`src/rtl/apb_rr_arbiter.sv`:
```
// Round-robin APB arbiter and slave decoder with per-transfer timeout watchdog.
// Shares one APB bus among MASTERS cluster ports and routes each granted transfer
// to one of SLAVES targets selected by the top address bits.
module apb_rr_arbiter #(
  parameter int unsigned MASTERS    = 4,
  parameter int unsigned SLAVES     = 2,
  parameter int unsigned BUS_WIDTH  = 16,
  parameter int unsigned DATA_WIDTH = 16,
  parameter int unsigned TIMEOUT    = 255
) (
  input  logic                             clk,
  input  logic                             reset,
  input  logic [MASTERS*BUS_WIDTH-1:0]     S_PADDR,
  input  logic [MASTERS-1:0]               S_PWRITE,
  input  logic [MASTERS-1:0]               S_PSELx,
  input  logic [MASTERS-1:0]               S_PENABLE,
  input  logic [MASTERS*DATA_WIDTH-1:0]    S_PWDATA,
  output logic [MASTERS*DATA_WIDTH-1:0]    S_PRDATA,
  output logic [MASTERS-1:0]               S_PREADY,
  output logic [BUS_WIDTH-1:0]             M_PADDR,
  output logic                             M_PWRITE,
  output logic                             M_PENABLE,
  output logic [DATA_WIDTH-1:0]            M_PWDATA,
  output logic [SLAVES-1:0]                M_PSELx,
  input  logic [SLAVES*DATA_WIDTH-1:0]     M_PRDATA,
  input  logic [SLAVES-1:0]                M_PREADY,
  output logic [MASTERS-1:0]               grant,
  output logic                             bus_timeout
);

  localparam int unsigned MW = (MASTERS > 1) ? $clog2(MASTERS) : 1;
  localparam int unsigned SB = (SLAVES > 1) ? $clog2(SLAVES) : 1;
  localparam int unsigned CW = $clog2(TIMEOUT + 1);

  typedef enum logic [1:0] {IDLE, SETUP, ACCESS} state_t;

  state_t        state, state_next;
  logic [MW-1:0] gnt_idx, gnt_idx_next;
  logic [SB-1:0] slv_idx, slv_idx_next;
  logic [MW-1:0] rr_ptr, rr_ptr_next;
  logic [CW-1:0] tmo_cnt, tmo_cnt_next;

  logic          req_found;
  logic [MW-1:0] scan_idx;
  logic [MW-1:0] win;
  logic [SB-1:0] win_sidx;
  logic          sel_held;
  logic          dec_err;
  logic          pready_s;
  logic          timeout_hit;
  logic          done;

  // Phases come from the FSM, so the masters' own enables carry no information.
  logic unused_penable;
  assign unused_penable = ^S_PENABLE;

  // Pick the first requester at or after the RR pointer and decode its target slave.
  always_comb begin
    req_found = 1'b0;
    win       = '0;
    scan_idx  = '0;
    win_sidx  = '0;
    for (int i = MASTERS - 1; i >= 0; i--) begin
      scan_idx = MW'((32'(rr_ptr) + 32'(i)) % MASTERS);
      if (S_PSELx[scan_idx]) begin
        req_found = 1'b1;
        win       = scan_idx;
      end
    end
    if (SLAVES > 1) begin
      win_sidx = S_PADDR[32'(win)*BUS_WIDTH + BUS_WIDTH - SB +: SB];
    end
  end

  // Transfer status of the current owner; withdrawal overrides every completion.
  always_comb begin
    sel_held    = S_PSELx[gnt_idx];
    dec_err     = (32'(slv_idx) >= SLAVES);
    pready_s    = !dec_err && M_PREADY[slv_idx];
    timeout_hit = !dec_err && !pready_s && (tmo_cnt == CW'(TIMEOUT - 1));
    done        = (state == ACCESS) && sel_held && (dec_err || pready_s || timeout_hit);
  end

  // State and bookkeeping registers.
  always_ff @(posedge clk) begin
    if (reset) begin
      state   <= IDLE;
      gnt_idx <= '0;
      slv_idx <= '0;
      rr_ptr  <= '0;
      tmo_cnt <= '0;
    end else begin
      state   <= state_next;
      gnt_idx <= gnt_idx_next;
      slv_idx <= slv_idx_next;
      rr_ptr  <= rr_ptr_next;
      tmo_cnt <= tmo_cnt_next;
    end
  end

  // Next-state: arbitrate in IDLE, fixed SETUP->ACCESS, leave ACCESS on done or withdrawal.
  always_comb begin
    state_next   = state;
    gnt_idx_next = gnt_idx;
    slv_idx_next = slv_idx;
    rr_ptr_next  = rr_ptr;
    tmo_cnt_next = tmo_cnt;
    case (state)
      IDLE: begin
        if (req_found) begin
          state_next   = SETUP;
          gnt_idx_next = win;
          slv_idx_next = win_sidx;
          rr_ptr_next  = MW'((32'(win) + 32'd1) % MASTERS);
        end
      end
      SETUP: begin
        if (!sel_held) begin
          state_next = IDLE;
        end else begin
          state_next   = ACCESS;
          tmo_cnt_next = '0;
        end
      end
      ACCESS: begin
        if (!sel_held || done) begin
          state_next = IDLE;
        end else begin
          tmo_cnt_next = tmo_cnt + CW'(1);
        end
      end
      default: state_next = IDLE;
    endcase
  end

  // Bus muxing and completion signalling; everything is forced low while reset is held.
  always_comb begin
    S_PRDATA    = '0;
    S_PREADY    = '0;
    M_PADDR     = '0;
    M_PWRITE    = 1'b0;
    M_PENABLE   = 1'b0;
    M_PWDATA    = '0;
    M_PSELx     = '0;
    grant       = '0;
    bus_timeout = 1'b0;
    if (!reset && (state == SETUP || state == ACCESS)) begin
      grant[gnt_idx] = 1'b1;
      M_PADDR        = S_PADDR[32'(gnt_idx)*BUS_WIDTH +: BUS_WIDTH];
      M_PWRITE       = S_PWRITE[gnt_idx];
      M_PWDATA       = S_PWDATA[32'(gnt_idx)*DATA_WIDTH +: DATA_WIDTH];
      if (!dec_err) begin
        M_PSELx[slv_idx] = 1'b1;
      end
      if (state == ACCESS) begin
        M_PENABLE = 1'b1;
        if (done) begin
          S_PREADY[gnt_idx] = 1'b1;
          bus_timeout       = timeout_hit;
          if (pready_s) begin
            S_PRDATA[32'(gnt_idx)*DATA_WIDTH +: DATA_WIDTH] =
              M_PRDATA[32'(slv_idx)*DATA_WIDTH +: DATA_WIDTH];
          end
        end
      end
    end
  end

endmodule

```
`config.mk`:
```
export PLATFORM = sky130hd
export DESIGN_NAME = apb_rr_arbiter
export DESIGN_NICKNAME = d
export VERILOG_FILES = /design/src/rtl/apb_rr_arbiter.sv
export SDC_FILE = /design/constraint.sdc
export NUM_CORES = 1
export LEC_CHECK = 0
export ABC_AREA = 1
export CAP_MARGIN = 20
export CORE_AREA = 2 2 111 113
export DETAILED_ROUTE_END_ITERATION = 10
export DIE_AREA = 0 0 113 115
export HOLD_SLACK_MARGIN = 0.03
export PLACE_DENSITY = 0.7
export SLEW_MARGIN = 20
export SYNTH_ARGS = -nofsm -noshare
export SYNTH_HDL_FRONTEND = slang
export SYNTH_SLANG_ARGS = --single-unit
```
`constraint.sdc`:
```
create_clock -name clk -period 3.4 [get_ports clk]
set_clock_uncertainty 0.1 [all_clocks]
set_input_delay 0.68 -clock clk [delete_from_list [all_inputs] [get_ports clk]]
set_output_delay 0.68 -clock clk [all_outputs]
set_load 0.01 [all_outputs]
```
==> Word-level counts from Yosys, hierarchy flattened <==
Cells that the tools add are included.
{ "word_totals": {"ff_bits": 15, "latch_bits": 0, "ramBits": 0, "romBits": 0, "output_inout_bits": 109, "n_memories": 0} }
{ "op_classes": {"n_addsub": 8, "mul": 0, "div_mod_pow": 0, "magnitude_cmp": 8, "eq_ne": 7, "shifts": 6, "muxes": 50, "n_bitwise": 1, "reduce_logical": 17} }
{ "op_table": {"columns": ["operator", "count"], "rows": [
  ["$mux W64", 4],
  ["$shiftx A64 B7 Y16", 2],
  ["$and A64 B64 Y64", 1],
  ["$shift A16 B34 Y64 const A", 1],
  ["$shiftx A16 B34 Y64", 1],
  ["$shiftx A64 B33 Y1", 1],
  ["$neg A6 Y34", 1],
  ["$mux W16", 2],
  ["$shiftx A32 B6 Y16", 1],
  ["$mux W1", 20],
  ["$mux W2", 8],
  ["$mux W4", 4],
  ["$mux W8", 2],
  ["$pmux W8 S2", 1],
  ["$lt A2 B3 Y1 const B", 5],
  ["$bmux W1 S2", 6],
  ["$add A8 B1 Y8 const B", 1],
  ["$eq A8 B8 Y1 const B", 1],
  ["$ne A2 B2 Y1 const B", 4],
  ["$sub A7 B1 Y8 const B", 1],
  ["$add A6 B5 Y7 const B", 1],
  ["$logic_and A1 B1 Y1", 6],
  ["$pmux W2 S3", 1],
  ["$add A2 B1 Y2 const B", 2],
  ["other kinds (14)", 20]
]} }

==> Longest topological paths before layout <==
Gate-level depths: netlist of the first run.
{ "logic_depth": {"word_depth": 10, "ltp_mapped": 13, "depth_no_buf": 13} }

==> Worst setup path after synthesis of the first run <==
OpenSTA, ideal clock, no wires.
{ "synth_path": {"kind": "reg-to-output", "from": "register gnt_idx[0]", "to": "output port S_PRDATA[10]", "arrival_time_ps": 2111, "required_ps": 2620, "path_slack_ps": 509, "stages_incl_launch_ff": 11, "n_path_buf": 4, "cell_sequence": "dfxtp_1 > inv_1 > buf_2 > clkbuf_1 > ha_1 > clkbuf_1 > inv_1 > nor3_1 > nand3_2 > buf_4 > nor2_1"} }
{ "synth_via": {"elab_chain_cells": 7, "elab_cells_between_ends": 12, "classes_between": "add/sub (1); shift (2); mux (6); bitwise (1); reduce/logical (2)"} }
{ "synth_lines": {"columns": ["item", "line_no", "text"], "rows": [
  ["from (decl)", "38", "logic [MW-1:0] gnt_idx, gnt_idx_next;"],
  ["from (signal assigned)", "94", "gnt_idx <= gnt_idx_next;"],
  ["$neg A6 Y34 / $bmux W1 S2 (equally long branches)", "162, 77", null],
  ["$shiftx A16 B34 Y64, or another cell as far along", "161", "S_PRDATA[32'(gnt_idx)*DATA_WIDTH +: DATA_WIDTH] ="],
  ["$and A64 B64 Y64 (no source line) / $logic_and A1 B1 Y1 (equally long branches)", null, null],
  ["$mux W64 / $logic_and A1 B1 Y1 (equally long branches)", "160, 81", null],
  ["$mux W64 (*)", "157", "if (done) begin"],
  ["$mux W64 (*)", "155", "if (state == ACCESS) begin"],
  ["$mux W64 (*)", "147", "if (!reset && (state == SETUP || state == ACCESS)) begin"],
  ["to (decl)", "18", "output logic [MASTERS*DATA_WIDTH-1:0] S_PRDATA,"]
]} }
Every way passes the cells marked *; elsewhere a longest branch is shown, timed or not. The select of a mux whose other input is x is not followed.

==> Final worst setup path of the first run <==
{ "layout_path": {"from": "input port S_PSELx[0]", "to": "output port S_PREADY[0]"} }
{ "layout_via": {"elab_chain_cells": 7} }
{ "layout_lines": {"columns": ["item", "line_no", "text"], "rows": [
  ["from (decl)", "15", "input logic [MASTERS-1:0] S_PSELx,"],
  ["$bmux W1 S2", "77", "sel_held = S_PSELx[gnt_idx];"],
  ["$mux W1 (not written as such)", "77", null],
  ["$logic_and A1 B1 Y1 (2 in series)", "81", "done = (state == ACCESS) && sel_held && (dec_err || pready_s || timeout_hit);"],
  ["$mux W4", "157", null],
  ["$mux W4", "155", null],
  ["$mux W4", "147", null],
  ["to (decl)", "19", "output logic [MASTERS-1:0] S_PREADY,"]
]} }
Every way passes these cells. The select of a mux whose other input is x is not followed.

==> metrics, run 1 <==
status complete, but fails checks; failing checks design-rule violations; PnR Total Power 2700 uW; final std cells w/o fill 1015; worst-path cell chain dlygate4sd2_1, inv_1, o21ai_1, nand2_1, nor2_2, inv_2, nor2_4, inv_4, buf_4, nor3_4, buf_4, clkdlybuf4s50_1; I/O pins 285; DR pass1 iterations 8; Clock Latency Late Sink 250 ps; Die ar. 13000 sq um; Post-Layout Inst Area 6050 sq um; final core occ 51.2%; Least-Margin Pin Slew 560 ps; Rel. slew slack 62.7%; placed cell count 1008; port bufs 280; GRT overflow 0; synthesized area 3030 sq um; WL per Instance 14.9 um; final number of setup-violating endpoints 0; CP max-delay cell clkdlybuf4s50_1; most frequent cells after synthesis nor2_1 (220), o21ai_0 (74), nand2_1 (65), a21oi_1 (49), inv_1 (47); area grow syn2layout 99.8%; max incr delay on CP 520 ps; Rows 40; max_cap viols 0; CP Data Arrival Time 2490 ps; crit end category output port; multi-input logic area 2380 sq um; Hold Buf Count CTS 0; deepest clock path buffer count 2; critical path's most frequent cell buf_4; minimum clock period 3270 ps; 1st-iter DRT viols 226; CTS tree built; RSZ-0062 raised after global routing no; VDD IR-drop max 0.279 mV; Buf+Inv Stages, Crit Path 7; Setup Crit Path Kind in2out; Fmax 0.305 GHz; sequential area share after synthesis 9.92%; nets 1055; LEAKAGE 0.00263 uW; Yosys top cell area share 27.3%; most numerous cell in the Yosys netlist nor2_1; Die Wd 113 um; largest net degree at the start of global routing 51; vias in the first global route 4243; initial antenna violation count 0; Routed WL 15.2 mm; first-pass GRT wire length 22.5 mm; Final ANT Viol Nets 0; Syn. warnings 0; cells after synthesis 592; Die Y 115 um; Synth area leader nor2_1; Slew Viols, Final 0; layout cell share with drive strength beyond 1 10.4%; total clock sinks 15; Avg Cell Area, Syn 5.11 sq um; Synth Flop Type dfxtp_1; post-synth cell types 32; Tcrit/Tclk final 96.3%; Hold Path Class reg2reg; drt drc 20; n_diodes 0; DR vias/cell 4.58; Worst EP required 2620 ps; Starting Density 25.6%; power per cell area 446 nW/um^2; Max H-tree Level 1; FF+latch area 302 sq um; Core Region 11800 sq um; Area after DPL 6090 sq um; Final Hold Fails 0; # fillers 1279; delay-heaviest family, CP buffers and inverters; Post-synth EDFFs 0; Global Route Usage Sum 21.4%; crit-path max FO 3; GP Congestion 0.906; root buffer cell clkbuf_16; startpoint type of the worst setup path input pin; DR vias 4644; share of flip-flops with an asynchronous set or reset 0%; post-detail-place hpwl 12.2 mm; Yosys reg bits 15; TritonCTS Buffers 3; Post-Syn Nets 778; Worst-path clk slew 50 ps; top cells by area, synth nor2_1 (27%), o21ai_0 (12%), dfxtp_1 (9.9%)
-- what timing repair did --
action | in CTS | in global routing
resized for setup | 80 | 71
pin swaps | 6 | 2
setup buffers | 2 | 0
cloned | 1 | 0
hold endpoints to repair | 0 | 0
endpoints found under the setup margin | 68 | 53
-- power by group --
part | internal, uW | switching (uW)
logic | 910 | 1280
clock network | 159 | 70.0
registers | 219 | 60.0
-- logic make-up (layout without fill, tap and decap cells) --
family / count (synthesis) / count (layout) / share of synthesized area (%)
DFF: 15 / 15 / 9.92
buffers and inverters: 87 / 363 / 11.9
adders and majority gates: 10 / 10 / 4.13
AOI/OAI and AO/OA: 127 / 127 / 21.2
muxes: 16 / 16 / 5.29
xor gates and xnor gates: 5 / 5 / 1.45
and+or+nand+nor: 332 / 332 / 46.0
-- stage by stage --
| step | setup TNS (ps) | hold WS [ps] | setup WS (ps) |
|---|---|---|---|
| after detailed placement | -21390 | 385 | -415 |
| after global placement | -18490 | 373 | -344 |
| after CTS | 0 | 397 | 26.5 |
| after floorplan | 0 | 357 | 509 |
| final | 0 | 400 | 125 |
| after global routing | 0 | 439 | 1.43 |
-- tightest hold or removal path, stage by stage (launching register included) --
cell     delay [ps]
dfxtp_1         330
nand2_1          70
a21oi_1          50
-- per-layer routing --
layer | vias up | GRT usage (%) | part of all wire, %
met1 | 2000 | 25.5 | 39
li1 | 2437 | - | -
met3 | 27 | 3.69 | 7.4
met2 | 180 | 40.0 | 51
met4 | 0 | 5.12 | 2.4
met5 | - | 0 | 0
-- placed cells by master (no fill, tap or decap), types with 2 or more instances in the layout --
cell type          n
a211oi_1           2
a21oi_1           49
buf_12             4
buf_2              2
buf_4             24
clkbuf_16          4
clkbuf_2          27
clkdlybuf4s15_1   11
clkdlybuf4s50_1  209
dfxtp_1           14
dlygate4sd2_1     29
ha_1              10
inv_1             45
inv_2              3
mux2i_1           16
nand2_1           64
nand2_2            2
nand3_1           18
nand3_2            2
nor2_1           220
nor2_2            11
nor3_1             4
nor3_4             4
o21ai_0           73
o21ai_1            2
xnor2_1            3
xor2_1             2
-- area by class of cell --
cell class                 instances  share of cell area [%]
timing repair buffer             309                    48.1
multi-input combinational        490                    39.4
sequential                        15                    4.98
inverter                          50                    3.16
tap                              147                    3.04
clock buffer                       4                    1.30
-- registers in the layout, indices dropped and copies added (netlist names) --
register / flops
gnt_idx: 2
rr_ptr: 2
slv_idx: 1
state: 2
tmo_cnt: 8
-- worst paths after layout --
path | start | end | slack [ps] | depth (start not counted)
setup / recovery | S_PSELx[0] | S_PREADY[0] | 130 | 12
hold / removal | tmo_cnt[7]$_SDFFE_PP0P_ | tmo_cnt[7]$_SDFFE_PP0P_ | 400 | 2
setup reg to reg | tmo_cnt[0]$_SDFFE_PP0P_ | tmo_cnt[3]$_SDFFE_PP0P_ | 1290 | 12
hold reg to reg | tmo_cnt[7]$_SDFFE_PP0P_ | tmo_cnt[7]$_SDFFE_PP0P_ | 400 | 2
Note: power is estimated with default switching activity, not from simulation.
==> inputs of run 2 (changes only) <==
- PLACE_DENSITY: 0.7 -> 0.66
==> run 2 against run 1 <==
  * Maximum frequency shrank 0.13%
  * Via count up 5.4%
  * Critical endpoint unchanged
  * Worst hold slack got worse by 9.6 ps
  * The flow still finishes with violations (design-rule violations)
  * Critical path type unchanged
  * First-iteration DRC count increased by 50%
  * Sequential power rose by 4%
==> metrics, run 2 (same netlist as run 1, synthesis figures left out) <==
Worst Hold End tmo_cnt[7]$_SDFFE_PP0P_ (unchanged); first-pass GRT wire length 24.2 mm (was 22.5 mm); Rel. slew slack 70.5% (was 62.7%); power per cell area 445 nW/um^2 (was 446 nW/um^2); switching power 1420 uW (was 1410 uW); deepest clock path buffer count 2 (unchanged); Logic pwr share 80.8% (was 81.2%); commonest non-fill, non-tap cells in the layout nor2_1 (219), clkdlybuf4s50_1 (210), o21ai_0 (73), nand2_1 (64), a21oi_1 (49) (was nor2_1 (220), clkdlybuf4s50_1 (209), o21ai_0 (73), nand2_1 (64), a21oi_1 (49)); minimum clock period 3280 ps (was 3270 ps); root buffer cell clkbuf_16 (unchanged); Fmax 0.305 GHz (about the same); crit end category output port (unchanged); Slew Viols, Final 0 (unchanged); Largest register FFs 8 (unchanged); 1st-iter DRT viols 340 (was 226); critical path startpoint M_PREADY[1] (was S_PSELx[0]); Starting Density 25.6% (unchanged); Die ar. 13000 sq um (unchanged); Hold Path Class reg2reg (unchanged); Final ANT Viol Nets 0 (unchanged); RSZ-0062 raised after global routing no (unchanged); PnR Total Power 2690 uW (was 2700 uW); Rows 40 (unchanged); Hold WS 390 ps (was 400 ps); R2R depth 13 (was 12); Tcrit/Tclk final 96.4% (was 96.3%); Core Region 11800 sq um (unchanged); WL per Instance 16.0 um (was 14.9 um); initial antenna violation count 1 (was 0); crit-path max FO 4 (was 3); reg2reg end rr_ptr[1]$_SDFFE_PP0P_ (was tmo_cnt[3]$_SDFFE_PP0P_); failing checks design-rule violations (unchanged); largest net degree at the start of global routing 59 (was 51); DR pass1 iterations 8 (unchanged); Max H-tree Level 1 (unchanged); Global Route Usage Sum 22.8% (was 21.4%); Final Hold Fails 0 (unchanged); Hold Buf Count CTS 0 (unchanged); CTS tree built (unchanged); DR vias 4894 (was 4644); port bufs 280 (unchanged); total clock sinks 15 (unchanged); post-detail-place hpwl 13.0 mm (was 12.2 mm); Total Neg Setup Slack 0 ps (unchanged); Least-Margin Pin Slew 443 ps (was 560 ps); I/O pins 285 (unchanged); reg2reg start rr_ptr[0]$_SDFFE_PP0P_ (was tmo_cnt[0]$_SDFFE_PP0P_); DR vias/cell 4.83 (was 4.58); drt drc 20 (unchanged); startpoint type of the worst setup path input pin (unchanged); layout cell share with drive strength beyond 1 10.1% (was 10.4%); GRT overflow 0 (unchanged); commonest non-fill, non-tap cell in the layout nor2_1 (unchanged); LEAKAGE 0.00266 uW (was 0.00263 uW); hold_sp tmo_cnt[7]$_SDFFE_PP0P_ (unchanged); CP Data Arrival Time 2500 ps (was 2490 ps); Worst-path clk slew 50 ps (about the same); Routed WL 16.2 mm (was 15.2 mm); Sequential Power Share 10.8% (was 10.4%); clock power share 8.4% (was 8.5%); Die Y 115 um (unchanged); Die Wd 113 um (unchanged); Most flops, register tmo_cnt (unchanged); GP Congestion 0.961 (was 0.906); Worst EP required 2620 ps (about the same); Internal Power 1270 uW (was 1290 uW); nets 1054 (was 1055); final number of setup-violating endpoints 0 (unchanged); status complete, but fails checks (unchanged); n_diodes 0 (unchanged); switching power share of the total 52.8% (was 52.3%); vias in the first global route 4630 (was 4243); Clock Latency Late Sink 240 ps (was 250 ps); setup slack, reg-to-reg 1380 ps (was 1290 ps); TritonCTS Buffers 3 (unchanged); Hold Path Cell Cnt 2 (unchanged); VDD IR-drop max 0.289 mV (was 0.279 mV); max_cap viols 0 (unchanged); Setup Crit Path Kind in2out (unchanged); area grow syn2layout 100% (was 99.8%)
-- run 2: layer usage --
metal	GRT usage (%)	share of wire, %	vias up
met4	6.34	2.1	2
li1	-	-	2440
met5	0	0.080	-
met3	4.11	8.3	30
met1	26.7	38	2214
met2	42.8	52	208
-- run 2: stage by stage --
stage	setup WS, ps	instance area [sq um]	instances	utilization (%)
4_1_cts	4.53	6150	1014	52.0
5_1_grt	0.975	6050	1014	51.3
3_5_place_dp	-397	6060	1005	51.3
6_report	121	6050	1014	51.3
2_1_floorplan	509	3030	592	-
3_3_place_gp	-379	6060	1005	51.3
-- run 2: worst max-delay path by stage --
stage / to / slack (ps) / cells after the start
finish: S_PREADY[0] / 120 / 10
global route: S_PRDATA[11] / 1 / 14
CTS: S_PRDATA[59] / 5 / 11
detailed placement: S_PRDATA[47] / -400 / 13
global placement: S_PRDATA[23] / -380 / 12
floorplan: S_PRDATA[10] / 510 / 10
-- run 2: critical path, cell delays in order --
cell and delay, ps:
clkdlybuf4s50_1 460, nand2_1 50, nand2_1 100, nor2_1 70
nor2_2 110, inv_2 80, buf_4 150, nor3_4 140
buf_4 130, clkdlybuf4s50_1 530
-- run 2: final cells by class --
class,count,area [sq um]
clock buffer,4,78.8
fill,1213,5760
inverter,50,189
multi-input combinational,491,2390
sequential,15,302
tap,147,184
timing repair buffer,307,2910
-- run 2: power by group through the flow --
stage,Sequential [uW],Clock (uW),Combinational (uW)
2_1_floorplan,253,0,1330
3_3_place_gp,288,0,2110
3_5_place_dp,291,0,2140
4_1_cts,288,233,2170
5_1_grt,297,240,2420
6_report,290,227,2180
-- run 2: what timing repair did --
action / in CTS / in global routing
pin swaps: 5 / 3
setup endpoints to repair: 68 / 49
gates cloned: 2 / 0
buffers inserted: 3 / 0
gates resized for setup: 87 / 57
